<file path="src/rtl/layer_mac_seq.sv">
// layer_mac_seq: time-multiplexed MAC sequencer for a single fixed-point neuron.
// It produces the same result as the fully parallel neuron:
//   out = sum_k x[k]*w[k] (each product sliced to [FRAC+OUT_W-1:FRAC]) + bias - off,
// with every sum taken mod 2^OUT_W. The terms go one per cycle through a single
// multiplier. The weights and the bias are held in a small config register file.
//
// state  | meaning
// -------+-------------------------------------------------------------
// S_IDLE | waiting for an input vector; config writes allowed
// S_MAC  | one multiply-accumulate per cycle, term idx
// S_FIN  | fold in the bias and subtract the offset into out_data
// S_DONE | result presented with out_valid, held until out_ready
module layer_mac_seq #(
  parameter int N_IN  = 6,
  parameter int IN_W  = 9,
  parameter int W_W   = 10,
  parameter int OUT_W = 8,
  parameter int FRAC  = 9
) (
  input  logic                 clk,
  input  logic                 rst_n,
  input  logic                 cfg_we,
  input  logic [3:0]           cfg_addr,
  input  logic [W_W-1:0]       cfg_wdata,
  output logic                 cfg_drop,
  input  logic                 in_valid,
  output logic                 in_ready,
  input  logic [N_IN*IN_W-1:0] in_vec,
  input  logic [IN_W-1:0]      in_off,
  output logic                 out_valid,
  input  logic                 out_ready,
  output logic [OUT_W-1:0]     out_data,
  output logic                 busy
);

  localparam int IDX_W = (N_IN > 1) ? $clog2(N_IN) : 1;
  localparam int PW    = IN_W + W_W - 1;

  typedef enum logic [1:0] {
    S_IDLE = 2'd0,
    S_MAC  = 2'd1,
    S_FIN  = 2'd2,
    S_DONE = 2'd3
  } state_t;

  state_t state, state_nxt;

  logic [W_W-1:0]   w_q [N_IN];
  logic [OUT_W-1:0] bias_q;
  logic [IN_W-1:0]  x_q [N_IN];
  logic [OUT_W-1:0] off_q;
  logic [OUT_W-1:0] acc_q;
  logic [OUT_W-1:0] out_q;
  logic [IDX_W-1:0] idx_q;
  logic             cfg_drop_q;

  logic             accept;
  logic             cfg_ok;
  logic             last_term;
  logic [IN_W-1:0]  x_sel;
  logic [W_W-1:0]   w_sel;
  logic signed [PW-1:0] x_ext;
  logic signed [PW-1:0] w_ext;
  logic signed [PW-1:0] prod;
  logic [OUT_W-1:0] slice;

  assign in_ready  = (state == S_IDLE);
  assign busy      = (state != S_IDLE);
  assign out_valid = (state == S_DONE);
  assign out_data  = out_q;
  assign cfg_drop  = cfg_drop_q;

  assign accept    = in_valid & in_ready;
  // A write in the same IDLE cycle as an accept lands on that edge, so the
  // accepted vector already sees it: weights are first read in S_MAC and the bias in S_FIN.
  assign cfg_ok    = cfg_we & (state == S_IDLE);
  assign last_term = (idx_q == IDX_W'(N_IN - 1));

  // State register.
  always_ff @(posedge clk or negedge rst_n) begin
    if (!rst_n) begin
      state <= S_IDLE;
    end else begin
      state <= state_nxt;
    end
  end

  // Next-state logic.
  always_comb begin
    state_nxt = state;
    case (state)
      S_IDLE: if (accept)    state_nxt = S_MAC;
      S_MAC:  if (last_term) state_nxt = S_FIN;
      S_FIN:                 state_nxt = S_DONE;
      S_DONE: if (out_ready) state_nxt = S_IDLE;
      default:               state_nxt = S_IDLE;
    endcase
  end

  // Config register file: weights at 0..N_IN-1, bias at N_IN, other addresses ignored.
  always_ff @(posedge clk or negedge rst_n) begin
    if (!rst_n) begin
      for (int k = 0; k < N_IN; k++) begin
        w_q[k] <= '0;
      end
      bias_q <= '0;
    end else if (cfg_ok) begin
      for (int k = 0; k < N_IN; k++) begin
        if (cfg_addr == 4'(k)) begin
          w_q[k] <= cfg_wdata;
        end
      end
      if (cfg_addr == 4'(N_IN)) begin
        bias_q <= cfg_wdata[OUT_W-1:0];
      end
    end
  end

  // A write attempted while busy is discarded and flagged for one cycle.
  always_ff @(posedge clk or negedge rst_n) begin
    if (!rst_n) begin
      cfg_drop_q <= 1'b0;
    end else begin
      cfg_drop_q <= cfg_we & (state != S_IDLE);
    end
  end

  // Capture the input vector on the accept edge so the source is free afterwards.
  // Only the low OUT_W bits of the offset affect the mod-2^OUT_W result.
  always_ff @(posedge clk or negedge rst_n) begin
    if (!rst_n) begin
      for (int k = 0; k < N_IN; k++) begin
        x_q[k] <= '0;
      end
      off_q <= '0;
    end else if (accept) begin
      for (int k = 0; k < N_IN; k++) begin
        x_q[k] <= in_vec[k*IN_W +: IN_W];
      end
      off_q <= OUT_W'(in_off);
    end
  end

  // Term select for the shared multiplier.
  always_comb begin
    x_sel = '0;
    w_sel = '0;
    for (int k = 0; k < N_IN; k++) begin
      if (idx_q == IDX_W'(k)) begin
        x_sel = x_q[k];
        w_sel = w_q[k];
      end
    end
  end

  // Signed full-width product. The arithmetic shift floors the result, and the
  // truncating cast keeps the OUT_W-bit slice. Bits above the slice are dropped.
  always_comb begin
    x_ext = PW'($signed(x_sel));
    w_ext = PW'($signed(w_sel));
    prod  = x_ext * w_ext;
    slice = OUT_W'(prod >>> FRAC);
  end

  // Accumulator, term index and the final bias/offset step.
  always_ff @(posedge clk or negedge rst_n) begin
    if (!rst_n) begin
      acc_q <= '0;
      idx_q <= '0;
      out_q <= '0;
    end else begin
      case (state)
        S_IDLE: begin
          if (accept) begin
            acc_q <= '0;
            idx_q <= '0;
          end
        end
        S_MAC: begin
          acc_q <= acc_q + slice;
          idx_q <= idx_q + 1'b1;
        end
        S_FIN: begin
          out_q <= acc_q + bias_q - off_q;
        end
        default: ;
      endcase
    end
  end

endmodule

</file>
<file path="config.mk">
export PLATFORM = sky130hd
export DESIGN_NAME = layer_mac_seq
export DESIGN_NICKNAME = d
export VERILOG_FILES = /design/src/rtl/layer_mac_seq.sv
export SDC_FILE = /design/constraint.sdc
export NUM_CORES = 1
export LEC_CHECK = 0
export BUFFER_PORTS_ARGS = -buffer_cell sky130_fd_sc_hd__buf_2
export CORE_MARGIN = 2
export CORE_UTILIZATION = 25
export CTS_CLUSTER_SIZE = 24
export DETAILED_ROUTE_END_ITERATION = 10
export PLACE_DENSITY = 0.48
export SLEW_MARGIN = 10
export SYNTH_ARGS = -nofsm -noshare
export SYNTH_HDL_FRONTEND = slang
export SYNTH_SLANG_ARGS = --single-unit
</file>
<file path="constraint.sdc">
create_clock -name clk -period 9.3 [get_ports clk]
set_clock_uncertainty 0.1 [all_clocks]
set_input_delay 1.86 -clock clk [delete_from_list [all_inputs] [get_ports clk]]
set_output_delay 1.86 -clock clk [all_outputs]
set_load 0.01 [all_outputs]
</file>
==> impl_results.md <==
- Top cells by area, synth: dfrtp_1, fa_1, mux2_2
- Gate Count Post-Synth: 1007
- Core area: roughly 0.042 mm^2
- Flop and latch count out of synthesis: ~150
- Outcome: finished, final reports clean
- Vias in the first global route: between 7k and 8k
- Leading area contributor after synthesis: dfrtp_1
- CP endpoint kind: flip-flop
- Root Driver: clkbuf_16
- Worst Hold Class: flip-flop to flip-flop
- HPWL reported at the end of detailed placement: 20800 um
- Commonest non-fill, non-tap cell in the layout: dfrtp_1
- Crit path arrival time: 8.72 ns
- Mapped cell area: 0.0107 mm^2
- Slew @ Worst Pin: between 0.9 and 1 ns
- RSZ-0062 raised after global routing: no
- Setup Crit Path Kind: flip-flop to flip-flop
- Width of the die: about 210 um
- CTS Buf Count: 17
- Area growth from synthesis to layout: 16.1%
- Post-CTS setup buffers: 0
- Max cap viols: 0
- Syn_nets: around 1.2k
- GRT Residual Overflow: 0
- DP Area: 0.0119 mm^2
- Remaining DRCs: 0
- Final Max Tran Viols: 0
- Worst setup SP type: flip-flop
- Nets: 1311
- Tmin final: 8.51 ns
- Reg clk slew, reported paths: 0.06 ns
- Post-route cell area: around 0.012 mm^2
- Unique masters post-synth: 64
- Period utilization: 91.5%
- Post-synth top area share: 35.4%
- Worst path required time: ~9.5 ns
- CTS Hold Bufs: 0
- WL per Instance: 16.5 um
- Slew margin rel.: 34.1%
- Vias per inst: 4.55
- Clk Latency, worst-skew pair: 0.44 ns
- CTS tree: built
- Worst Setup SP: idx_q[0]$_DFFE_PN0P_
- Initial Util: between 20% and 30%
- Crit-path max FO: 13
- Commonest non-fill, non-tap cells in the layout: dfrtp_1, mux2_2, inv_1, buf_2, nor2_1
- RD Place Congestion: 0.786
- Synth Flop Type: dfrtp_1
- Multi-input logic area: approximately 0.0063 mm^2
- Antenna viol nets, final: 0
- Syn_area_per_cell: between 10 and 15 um^2
- H-tree levels: 4
- GRT Total Usage: 12.8%
- Largest net degree at the start of global routing: about 100
- Vias post-DR: 7510
- Clock sinks: about 150
- Initial antenna violation count: 0
- # rows: 75
- CP max stage delay: 0.65 ns
- First-pass GRT wire length: approximately 44000 um
- Clock buffer depth: 2
- Synthesis Warnings: 0
- Crit path max-delay cell type: ha_1
- # resized after CTS: 0
- Layout cell share with drive strength beyond 1: 27.4%
- Ys async rst share: 100%
- Hold_sp: w_q[36]$_DFFE_PN0P_
- Hold Fails Final Rpt: 0
- IO Pins: 94
- Wirelength, routed: 27300 um
- # diodes: 0
- Sequential share of the synthesized area: 35.4%
- FF-to-FF Start: idx_q[0]$_DFFE_PN0P_
- Fillers: 4390
- Setup-failing EPs final: 0
- Peak Freq: 0.118 GHz
- Die area: approximately 0.045 mm^2
- Die Y-Extent: 211 um
- Port Buf Inserts: 92
- Setup TNS: 0 ns
- DRT Pass-1 Iters: 5
- Total area of sequential cells: 0.00380 mm^2
- Post-synth EDFFs: 0
- Starting DRT DRC Count: 412
-- registers in the layout, summed over array words and instances, names as in the netlist --
register	cells
bias_q	8
x_q	54
off_q	8
cfg_drop	1
out_data	8
state	2
acc_q	8
idx_q	3
w_q	60
-- per-stage QoR --
step / std cells / setup WS (ns) / hold slack, ns / utilization [%]
global route: 1650 / 0.0191 / 0.413 / 29.6
finish: 1650 / 0.795 / 0.400 / 29.6
global placement: 1618 / 0.695 / 0.385 / 28.1
floorplan: 1007 / 1.73 / 0.373 / -
detailed placement: 1618 / 0.636 / 0.389 / 28.1
CTS: 1650 / 0.602 / 0.403 / 29.6
-- metal layers --
layer  global-route usage (%)  wire (um)  vias up
met2                     22.0      13800       83
li1                         -          -     3562
met3                     1.72        587       18
met1                     16.8      12600     3847
met4                     3.40        319        0
met5                        0          0        -
-- path summary, 6_finish.rpt --
check / endpoint / slack [ns] / cells after the start
max in group asynchronous: x_q[19]$_DFFE_PN0P_ / 6.39 / 2
min in group asynchronous: out_data[0]$_DFFE_PN0P_ / 1.39 / 1
max: acc_q[7]$_DFFE_PN0P_ / 0.79 / 34
min reg2reg: w_q[36]$_DFFE_PN0P_ / 0.40 / 1
min: w_q[36]$_DFFE_PN0P_ / 0.40 / 1
max reg2reg: acc_q[7]$_DFFE_PN0P_ / 0.79 / 34
-- synth_stat cells (5+ instances only) --
| master | number |
|---|---|
| a21oi_1 | 46 |
| a22oi_1 | 14 |
| buf_1 | 6 |
| buf_2 | 9 |
| clkbuf_1 | 19 |
| dfrtp_1 | 152 |
| fa_1 | 77 |
| ha_1 | 54 |
| inv_1 | 117 |
| mux2_2 | 130 |
| mux2i_1 | 9 |
| nand2_1 | 73 |
| nand2b_1 | 15 |
| nand3_1 | 5 |
| nand3b_1 | 20 |
| nor2_1 | 81 |
| nor2b_1 | 12 |
| nor3_1 | 8 |
| o21ai_0 | 34 |
| o21ai_1 | 6 |
| or2_2 | 7 |
| or3_1 | 9 |
| xnor2_1 | 26 |
| xor2_1 | 6 |
-- final cells by class --
cell class / instances / area share, %
tap: 539 / 5.41
timing repair buffer: 114 / 5.17
clock buffer: 18 / 3.52
sequential: 152 / 30.5
multi-input combinational: 696 / 50.5
inverter: 117 / 3.52
clock inverter: 14 / 1.41
-- kinds of logic (layout without fill, tap and decap cells) --
kind of cell | Yosys count | count (layout) | synth area share (%)
simple gates | 245 | 245 | 11.0
fa+ha+maj | 131 | 131 | 20.6
compound gates | 148 | 148 | 9.62
flops | 152 | 152 | 35.4
xor+xnor | 33 | 33 | 2.76
buf+inv | 159 | 263 | 6.08
mux | 139 | 139 | 14.5
-- critical path, delay by kind of cell (launching register included) --
family / cells / cell delay (ns)
buffers and inverters: 4 / 0.25
AO/OA/AOI/OAI: 10 / 1.92
XOR/XNOR: 3 / 0.62
AND/OR/NAND/NOR: 9 / 1.27
adder cells (fa/ha/maj): 8 / 3.76
flip-flops: 1 / 0.45
Power is left out: the tool's default activity adds up to more than one toggle a clock period on the data nets, which glitch-free logic cannot reach.
